## config.mk

```make
export PLATFORM = sky130hd
export DESIGN_NAME = alu_md
export DESIGN_NICKNAME = d
export VERILOG_FILES = /design/src/rtl/alu_md.sv
export SDC_FILE = /design/constraint.sdc
export NUM_CORES = 1
export LEC_CHECK = 0
export CORE_MARGIN = 2
export CORE_UTILIZATION = 45
export DETAILED_ROUTE_END_ITERATION = 10
export GPL_ROUTABILITY_DRIVEN = 0
export HOLD_SLACK_MARGIN = 0.1
export SYNTH_ARGS = -nofsm -noshare
export SYNTH_HDL_FRONTEND = slang
export SYNTH_SLANG_ARGS = --single-unit
export TNS_END_PERCENT = 20
```

## constraint.sdc

```tcl
create_clock -name CLK -period 17.55 [get_ports CLK]
set_input_delay 3.51 -clock CLK [delete_from_list [all_inputs] [get_ports CLK]]
set_output_delay 3.51 -clock CLK [all_outputs]
set_load 0.02 [all_outputs]
```

## src/rtl/alu_md.sv

```systemverilog
// Single-cycle ALU plus iterative shift-add multiplier and restoring divider.
// Multi-cycle ops iterate once per cycle in CALC; every result is presented for one cycle in DONE.
module alu_md #(
    parameter int WIDTH = 32
) (
    input  logic             CLK,
    input  logic             nRST,
    input  logic             start,
    input  logic [3:0]       op,
    input  logic [WIDTH-1:0] portA,
    input  logic [WIDTH-1:0] portB,
    output logic             busy,
    output logic             done,
    output logic [WIDTH-1:0] outputport,
    output logic [WIDTH-1:0] hi,
    output logic             zero,
    output logic             negative,
    output logic             overflow
);

    localparam int SW = $clog2(WIDTH);
    localparam int CW = SW + 1;

    localparam logic [3:0] OP_SLL   = 4'd0;
    localparam logic [3:0] OP_SRL   = 4'd1;
    localparam logic [3:0] OP_ADD   = 4'd2;
    localparam logic [3:0] OP_SUB   = 4'd3;
    localparam logic [3:0] OP_AND   = 4'd4;
    localparam logic [3:0] OP_OR    = 4'd5;
    localparam logic [3:0] OP_XOR   = 4'd6;
    localparam logic [3:0] OP_NOR   = 4'd7;
    localparam logic [3:0] OP_SLT   = 4'd8;
    localparam logic [3:0] OP_SLTU  = 4'd9;
    localparam logic [3:0] OP_MULT  = 4'd10;
    localparam logic [3:0] OP_MULTU = 4'd11;
    localparam logic [3:0] OP_DIV   = 4'd12;
    localparam logic [3:0] OP_DIVU  = 4'd13;

    localparam logic [WIDTH-1:0] MIN_NEG = {1'b1, {(WIDTH-1){1'b0}}};

    typedef enum logic [1:0] {IDLE, CALC, DONE} state_t;

    state_t               state_q, state_d;
    logic [CW-1:0]        cnt_q, cnt_d;
    logic [3:0]           op_q, op_d;
    logic [WIDTH-1:0]     a_q, a_d, b_q, b_d;
    logic [2*WIDTH-1:0]   acc_q, acc_d;
    logic [WIDTH-1:0]     out_q, out_d, hi_q, hi_d;
    logic                 ovf_q, ovf_d;

    logic accept, last, op_multi, op_signed_in;
    logic q_signed, a_neg, b_neg, q_is_div;
    logic [WIDTH-1:0] a_mag_in, b_mag;

    assign accept       = start && (state_q != CALC);
    assign last         = (state_q == CALC) && (cnt_q == CW'(WIDTH - 1));
    assign op_multi     = (op >= OP_MULT) && (op <= OP_DIVU);
    assign op_signed_in = (op == OP_MULT) || (op == OP_DIV);
    assign a_mag_in     = (op_signed_in && portA[WIDTH-1]) ? -portA : portA;

    // The iteration works on magnitudes; signs are reapplied when the result is registered.
    assign q_signed = (op_q == OP_MULT) || (op_q == OP_DIV);
    assign q_is_div = (op_q == OP_DIV) || (op_q == OP_DIVU);
    assign a_neg    = q_signed && a_q[WIDTH-1];
    assign b_neg    = q_signed && b_q[WIDTH-1];
    assign b_mag    = b_neg ? -b_q : b_q;

    // State register
    // NOTE: sequential state uses non-blocking assignments so every flop samples pre-edge values.
    always_ff @(posedge CLK or negedge nRST) begin
        if (!nRST) state_q <= IDLE;
        else       state_q <= state_d;
    end

    // Next-state logic
    always_comb begin
        state_d = state_q;
        case (state_q)
            IDLE, DONE: begin
                if (start) state_d = op_multi ? CALC : DONE;
                else       state_d = IDLE;
            end
            CALC:    if (last) state_d = DONE;
            default: state_d = IDLE;
        endcase
    end

    // Outputs
    always_comb begin
        busy = (state_q == CALC);
        done = (state_q == DONE);
    end

    // One multiply or divide step
    logic [2*WIDTH-1:0] acc_step;
    logic [WIDTH:0]     mul_sum, rem_sh, trial;

    always_comb begin
        mul_sum = {1'b0, acc_q[2*WIDTH-1:WIDTH]} + (acc_q[0] ? {1'b0, b_mag} : '0);
        rem_sh  = {acc_q[2*WIDTH-1:WIDTH], acc_q[WIDTH-1]};
        trial   = rem_sh - {1'b0, b_mag};
        if (!q_is_div)
            acc_step = {mul_sum, acc_q[WIDTH-1:1]};
        else if (!trial[WIDTH])
            acc_step = {trial[WIDTH-1:0], acc_q[WIDTH-2:0], 1'b1};
        else
            acc_step = {rem_sh[WIDTH-1:0], acc_q[WIDTH-2:0], 1'b0};
    end

    // Single-cycle result
    logic [WIDTH-1:0] alu_res;
    logic             alu_ovf;

    always_comb begin
        // NOTE: every always_comb output gets a default first so no path infers a latch.
        alu_res = '0;
        alu_ovf = 1'b0;
        case (op)
            OP_SLL:  alu_res = portA << portB[SW-1:0];
            OP_SRL:  alu_res = portA >> portB[SW-1:0];
            OP_ADD: begin
                alu_res = portA + portB;
                alu_ovf = (portA[WIDTH-1] == portB[WIDTH-1]) && (alu_res[WIDTH-1] != portA[WIDTH-1]);
            end
            OP_SUB: begin
                alu_res = portA - portB;
                alu_ovf = (portA[WIDTH-1] != portB[WIDTH-1]) && (alu_res[WIDTH-1] != portA[WIDTH-1]);
            end
            OP_AND:  alu_res = portA & portB;
            OP_OR:   alu_res = portA | portB;
            OP_XOR:  alu_res = portA ^ portB;
            OP_NOR:  alu_res = ~(portA | portB);
            OP_SLT:  alu_res = {{(WIDTH-1){1'b0}}, ($signed(portA) < $signed(portB))};
            OP_SLTU: alu_res = {{(WIDTH-1){1'b0}}, (portA < portB)};
            default: alu_res = '0;
        endcase
    end

    // Datapath next-state
    logic [2*WIDTH-1:0] prod;
    logic [WIDTH-1:0]   quo, rem;

    always_comb begin
        cnt_d = cnt_q;
        op_d  = op_q;
        a_d   = a_q;
        b_d   = b_q;
        acc_d = acc_q;
        out_d = out_q;
        hi_d  = hi_q;
        ovf_d = ovf_q;
        prod  = (a_neg ^ b_neg) ? -acc_step : acc_step;
        quo   = (a_neg ^ b_neg) ? -acc_step[WIDTH-1:0] : acc_step[WIDTH-1:0];
        rem   = a_neg ? -acc_step[2*WIDTH-1:WIDTH] : acc_step[2*WIDTH-1:WIDTH];

        if (accept) begin
            op_d  = op;
            a_d   = portA;
            b_d   = portB;
            cnt_d = '0;
            if (op_multi) begin
                acc_d = {{WIDTH{1'b0}}, a_mag_in};
            end else begin
                out_d = alu_res;
                ovf_d = alu_ovf;
            end
        end else if (state_q == CALC) begin
            acc_d = acc_step;
            cnt_d = cnt_q + CW'(1);
            if (last) begin
                if (!q_is_div) begin
                    hi_d  = prod[2*WIDTH-1:WIDTH];
                    out_d = prod[WIDTH-1:0];
                    ovf_d = 1'b0;
                end else if (b_q == '0) begin
                    out_d = '1;
                    hi_d  = a_q;
                    ovf_d = 1'b1;
                end else begin
                    out_d = quo;
                    hi_d  = rem;
                    ovf_d = (op_q == OP_DIV) && (a_q == MIN_NEG) && (b_q == '1);
                end
            end
        end
    end

    always_ff @(posedge CLK or negedge nRST) begin
        if (!nRST) begin
            cnt_q <= '0;
            op_q  <= '0;
            a_q   <= '0;
            b_q   <= '0;
            acc_q <= '0;
            out_q <= '0;
            hi_q  <= '0;
            ovf_q <= 1'b0;
        end else begin
            cnt_q <= cnt_d;
            op_q  <= op_d;
            a_q   <= a_d;
            b_q   <= b_d;
            acc_q <= acc_d;
            out_q <= out_d;
            hi_q  <= hi_d;
            ovf_q <= ovf_d;
        end
    end

    assign outputport = out_q;
    assign hi         = hi_q;
    assign overflow   = ovf_q;
    assign zero       = (out_q == '0);
    assign negative   = out_q[WIDTH-1];

endmodule

```

======== Yosys cells after proc, flatten, opt, wreduce, memory -nomap -nowiden ========
Cells that the tools add are included.
word-level totals
  output and inout bits ................... 69
  bits in registers ....................... 205
operators by class
  shift-type cells ........................ 2
  mux-type cells .......................... 33
  eq/ne operators ......................... 27
  bitwise operators ....................... 6
  $lt $le $gt $ge ......................... 4
  $add $sub $neg .......................... 10
  reduce and logical (&&, ||, !) cells .... 23
operators with widths
  operator                                                          number
  32-bit 2-to-1 mux                                                 13
  64-bit 2-to-1 mux                                                 6
  32-bit case mux with 10 select lines                              1
  32-bit negator                                                    4
  32-bit == test (second input constant)                            2
  32-bit logical NOT                                                2
  32-bit less-than comparator                                       2
  64-bit negator                                                    1
  32-bit by 32-bit adder with 33-bit output                         1
  33-bit by 32-bit subtractor with 33-bit output                    1
  32-bit adder                                                      1
  32-bit AND                                                        1
  32-bit inverter                                                   1
  32-bit OR                                                         1
  32-bit by 5-bit << shifter with 32-bit output                     1
  32-bit by 5-bit right shift with 32-bit output                    1
  32-bit subtractor                                                 1
  32-bit bitwise XOR                                                1
  4-bit == test (second input constant)                             7
  4-bit by 3-bit == test with 1-bit output (second input constant)  4
  6-bit 2-to-1 mux                                                  2
  1-bit logical AND                                                 10
  4-bit by 2-bit == test with 1-bit output (second input constant)  2
  6-bit by 1-bit adder with 6-bit output (second input constant)    1
  other kinds (23)                                                  38

======== Logic depth before layout (Yosys ltp) ========
  word-level depth ........................ 14
  mapped depth ............................ 31
  depth with buffers taken out ............ 28

======== Worst setup path before layout ========
OpenSTA, ideal clock, no wires.
  kind .................................... in2reg
  start ................................... input portB[1]
  end ..................................... register out_q[31], in the netlist outputport[31]
  cell stages on the path ................. 18
  required time ........................... 17429 ps
  path buffers ............................ 3
  slack ................................... 10155 ps
  arrival time ............................ 7273 ps
  cell sequence ........................... clkbuf_1 inv_2 buf_1 clkbuf_1 ha_1 o21bai_1 a21oi_1 o21ai_0 and3_1 o21ai_0 o221ai_1 a21oi_1 o41ai_1 o41a_1 xnor2_1 a211oi_1 a21oi_1 o22a_1
between the ends
  cells in the longest elaborated chain, start to end .. 4
  elaborated cells on any way between the ends .. 7
  those cells by class .................... add/sub: 2; shift: 2; mux: 3
RTL lines
  what                                       line  source
  start, declared                            11    input logic [WIDTH-1:0] portB,
  32-bit subtractor (tied with other cells)  126   alu_res = portA - portB;
  32-bit case mux with 10 select lines *     118   case (op)
  32-bit 2-to-1 mux *                        161   if (op_multi) begin
  32-bit 2-to-1 mux *                        156   if (accept) begin
  end signal, assigned                       204   out_q <= out_d;
  end, declared                              48    logic [WIDTH-1:0] out_q, out_d, hi_q, hi_d;
Every way passes the cells marked *; elsewhere a longest branch is shown, timed or not. The select of a mux whose other input is x is not followed.
A chain may end at the register's enable or synchronous reset.

======== Worst setup path in the final report ========
Same ends and word-level chain as after synthesis.

==> impl_metrics.yaml <==
run_status:
  status: "complete, but fails checks"
  violations: "DRC"
synth:
  synth_common_cells: "442 x o21ai_0, 420 x nand2_1, 370 x nor2_1"
  syn_area_mm2: 0.0253
  ys_seq_elements: 205
  synthArstFlopShare_pct: 100
  synth.distinct_cells: 103
  yosys_most_used_dff: "dfrtp_1"
  syn_area_per_cell_um2: 7.12
  synth.net_count: 3787
  synth_enable_flop_cells: 0
  yosysTopAreaCell: "dfrtp_1"
  synthTopCellsByArea: "dfrtp_1 20%, o21ai_0 8.8%, ha_1 8.3%, nand2_1 6.2%, a21oi_1 5.6%"
  synthCells: 3545
  seq_area_frac_synth_pct: 20.3
  yosysWarnings: 0
  yosysMostFrequentCell: "o21ai_0"
  synth_top_cell_area_share_pct: 20.3
min_path:
  min_path_cells: 2
  worstHoldStart: "hi[12]"
  whs_endpoint: "hi[12]"
  hold_path_class: "reg2reg"
grt:
  gr-total-overflow: 0
  grt_pass1_vias: 27100
  grt_pass1_wl_um: 174000
  antenna_found_initial: 7
  grt_max_degree: 95
  track_usage_pct: 39.9
clock_network:
  h-tree-depth: 1
  ctsResizeCount: 0
  clock_latency_ns: 0.58
  clockBufferDepth: 3
  cts.sinks: 205
  cts_tree: "built"
  path_clk_slew_ns: 0.06
  hold_buffers: 0
  post-cts-setup-buffer-count: 0
  cts_made_buffers: 27
  clock-root-buffer: "clkbuf_16"
timing:
  fin_setup_tns_ns: 0
  tightestPinTransition_ns: 1.35
  min_period_over_period_pct: 44.4
  finalSetupViolCount: 0
  finalClockSkew_ns: 0.0228
  fmaxAchievable_ghz: 0.128
  grt_setup_unrepaired: "false"
  holdWs_ns: 0.479
  period_needed_ns: 7.79
  maxSlewViolCount: 0
  max_slew_margin_pct: 9.31
  layout_setup_ws_ns: 9.76
  hold_viol_final: 0
placed_design:
  dp_slack_ns: 9.29
  place_inst: 4268
  numPortBuffers: 139
  place_hpwl_um: 91400
die:
  ios: 140
  coreArea_mm2: 0.0553
  chipWidth_um: 241
  start_util_pct: 45.7
  dieArea_mm2: 0.0580
  row_count: 86
  die_h_um: 241
setup_path:
  worst_ep_required_time_ns: 18.00
  r2r_cells: 29
  worstPathArrival_ns: 8.24
  r2r-end: "hi[26]"
  critPathKind: "in2reg"
  setup.worst_path.end_class: "flop"
  crit_fanout: 55
  r2r_slack_ns: 9.86
  startpoint: "portB[1]"
  r2r_start: "b_q[3]"
  start_kind: "input pin"
detailed_routing:
  firstDrtPassIters: 11
  wl_per_cell_um: 27.4
  drc: 1
  vias_per_cell: 6.81
  drt-total-wl_um: 118000
  ant_nets: 0
  vias: 29400
  drt_iter0_drc: 4888
job:
  maxCapViolations: 0
layout:
  drive_above_1_share_pct: 5.16
  instances_no_fill: 4316
  syn_to_final_growth_pct: 11.1
  fill_cells: 5621
  regArea_mm2: 0.00513
  nets: 3791
  multi_input_area_mm2: 0.0187
pwr:
  powerDensity_mw_per_mm2: 151
  irDropWorstVdd_v: 0.000100
  power_mw: 4.25
  p_leak_nw: 11.6
-- sequential cells by signal (all words and copies together) (netlist names) --
| register | flops |
|---|---|
| a_q | 32 |
| acc_q | 64 |
| b_q | 32 |
| cnt_q | 6 |
| hi | 32 |
| op_q | 4 |
| outputport | 32 |
| overflow | 1 |
| state_q | 2 |
-- how the worst max path moves through the flow --
stage	endpoint	slack (ns)	depth (start not counted)
after global routing	hi[26]	9.28	28
after global placement	outputport[31]	9.31	19
after CTS	outputport[31]	9.86	19
after detailed placement	outputport[31]	9.29	19
after floorplan	outputport[31]	10.16	18
final	outputport[31]	9.76	19
-- where the power goes --
part | switching (mW) | internal (mW) | leakage, nW | total, mW
combinational | 1.87 | 0.986 | 8.65 | 2.85
sequential | 0.213 | 0.617 | 2.56 | 0.830
clock | 0.234 | 0.331 | 0.427 | 0.566
-- placed cells by master, fill, tap and decap left out, types with 126 or more instances in the layout --
master,instances
nand2_1,419
o21ai_0,442
ha_1,167
nor2_1,369
clkdlybuf4s50_1,133
mux2i_1,126
dfrtp_1,205
a21oi_1,285
xnor2_1,143
inv_1,132
-- routing by layer --
layer	share of wire, %	wire length (um)	up-vias	GRT usage (%)
li1	-	-	12900	-
met1	39	45900	13900	52.9
met2	40	47600	2164	57.4
met3	14	16600	429	12.7
met4	6.7	7950	6	21.5
met5	0.035	41	-	0
-- layout make-up --
| class | instances | area share, % |
|---|---|---|
| sequential | 205 | 18.3 |
| antenna | 1 | 0.00892 |
| timing repair buffer | 205 | 6.66 |
| tap | 748 | 3.34 |
| multi-input combinational | 2971 | 66.7 |
| inverter | 139 | 1.86 |
| clock inverter | 10 | 0.388 |
| clock buffer | 37 | 2.72 |
-- worst max-delay path, cell delays in order --
cell             delay (ns)
clkdlybuf4s50_1        0.39
buf_4                  0.26
inv_2                  0.12
buf_4                  0.61
ha_1                   0.39
o21bai_1               0.14
a21oi_1                0.12
o21ai_0                0.21
and3_1                 0.24
o21ai_0                0.12
buf_4                  0.18
o221ai_1               0.36
a21oi_1                0.18
o41ai_1                0.47
o41a_1                 0.26
xnor2_1                0.10
a211oi_1               0.28
a21oi_1                0.11
o22a_1                 0.18
-- cells by family after synthesis --
group                      share of synthesized area, %
and+or+nand+nor                                    22.1
AOI/OAI and AO/OA                                  30.7
muxes                                              5.62
buffers and inverters                              5.66
xor gates and xnor gates                           7.04
adders and majority gates                          8.59
DFF                                                20.3
-- stage by stage --
stage          cell area [um^2]  util, %
2_1_floorplan             25300        -
3_3_place_gp              27200     49.2
3_5_place_dp              27200     49.2
4_1_cts                   28100     50.7
5_1_grt                   28100     50.7
6_report                  28100     50.7
Note: power is estimated with default switching activity, not from simulation.
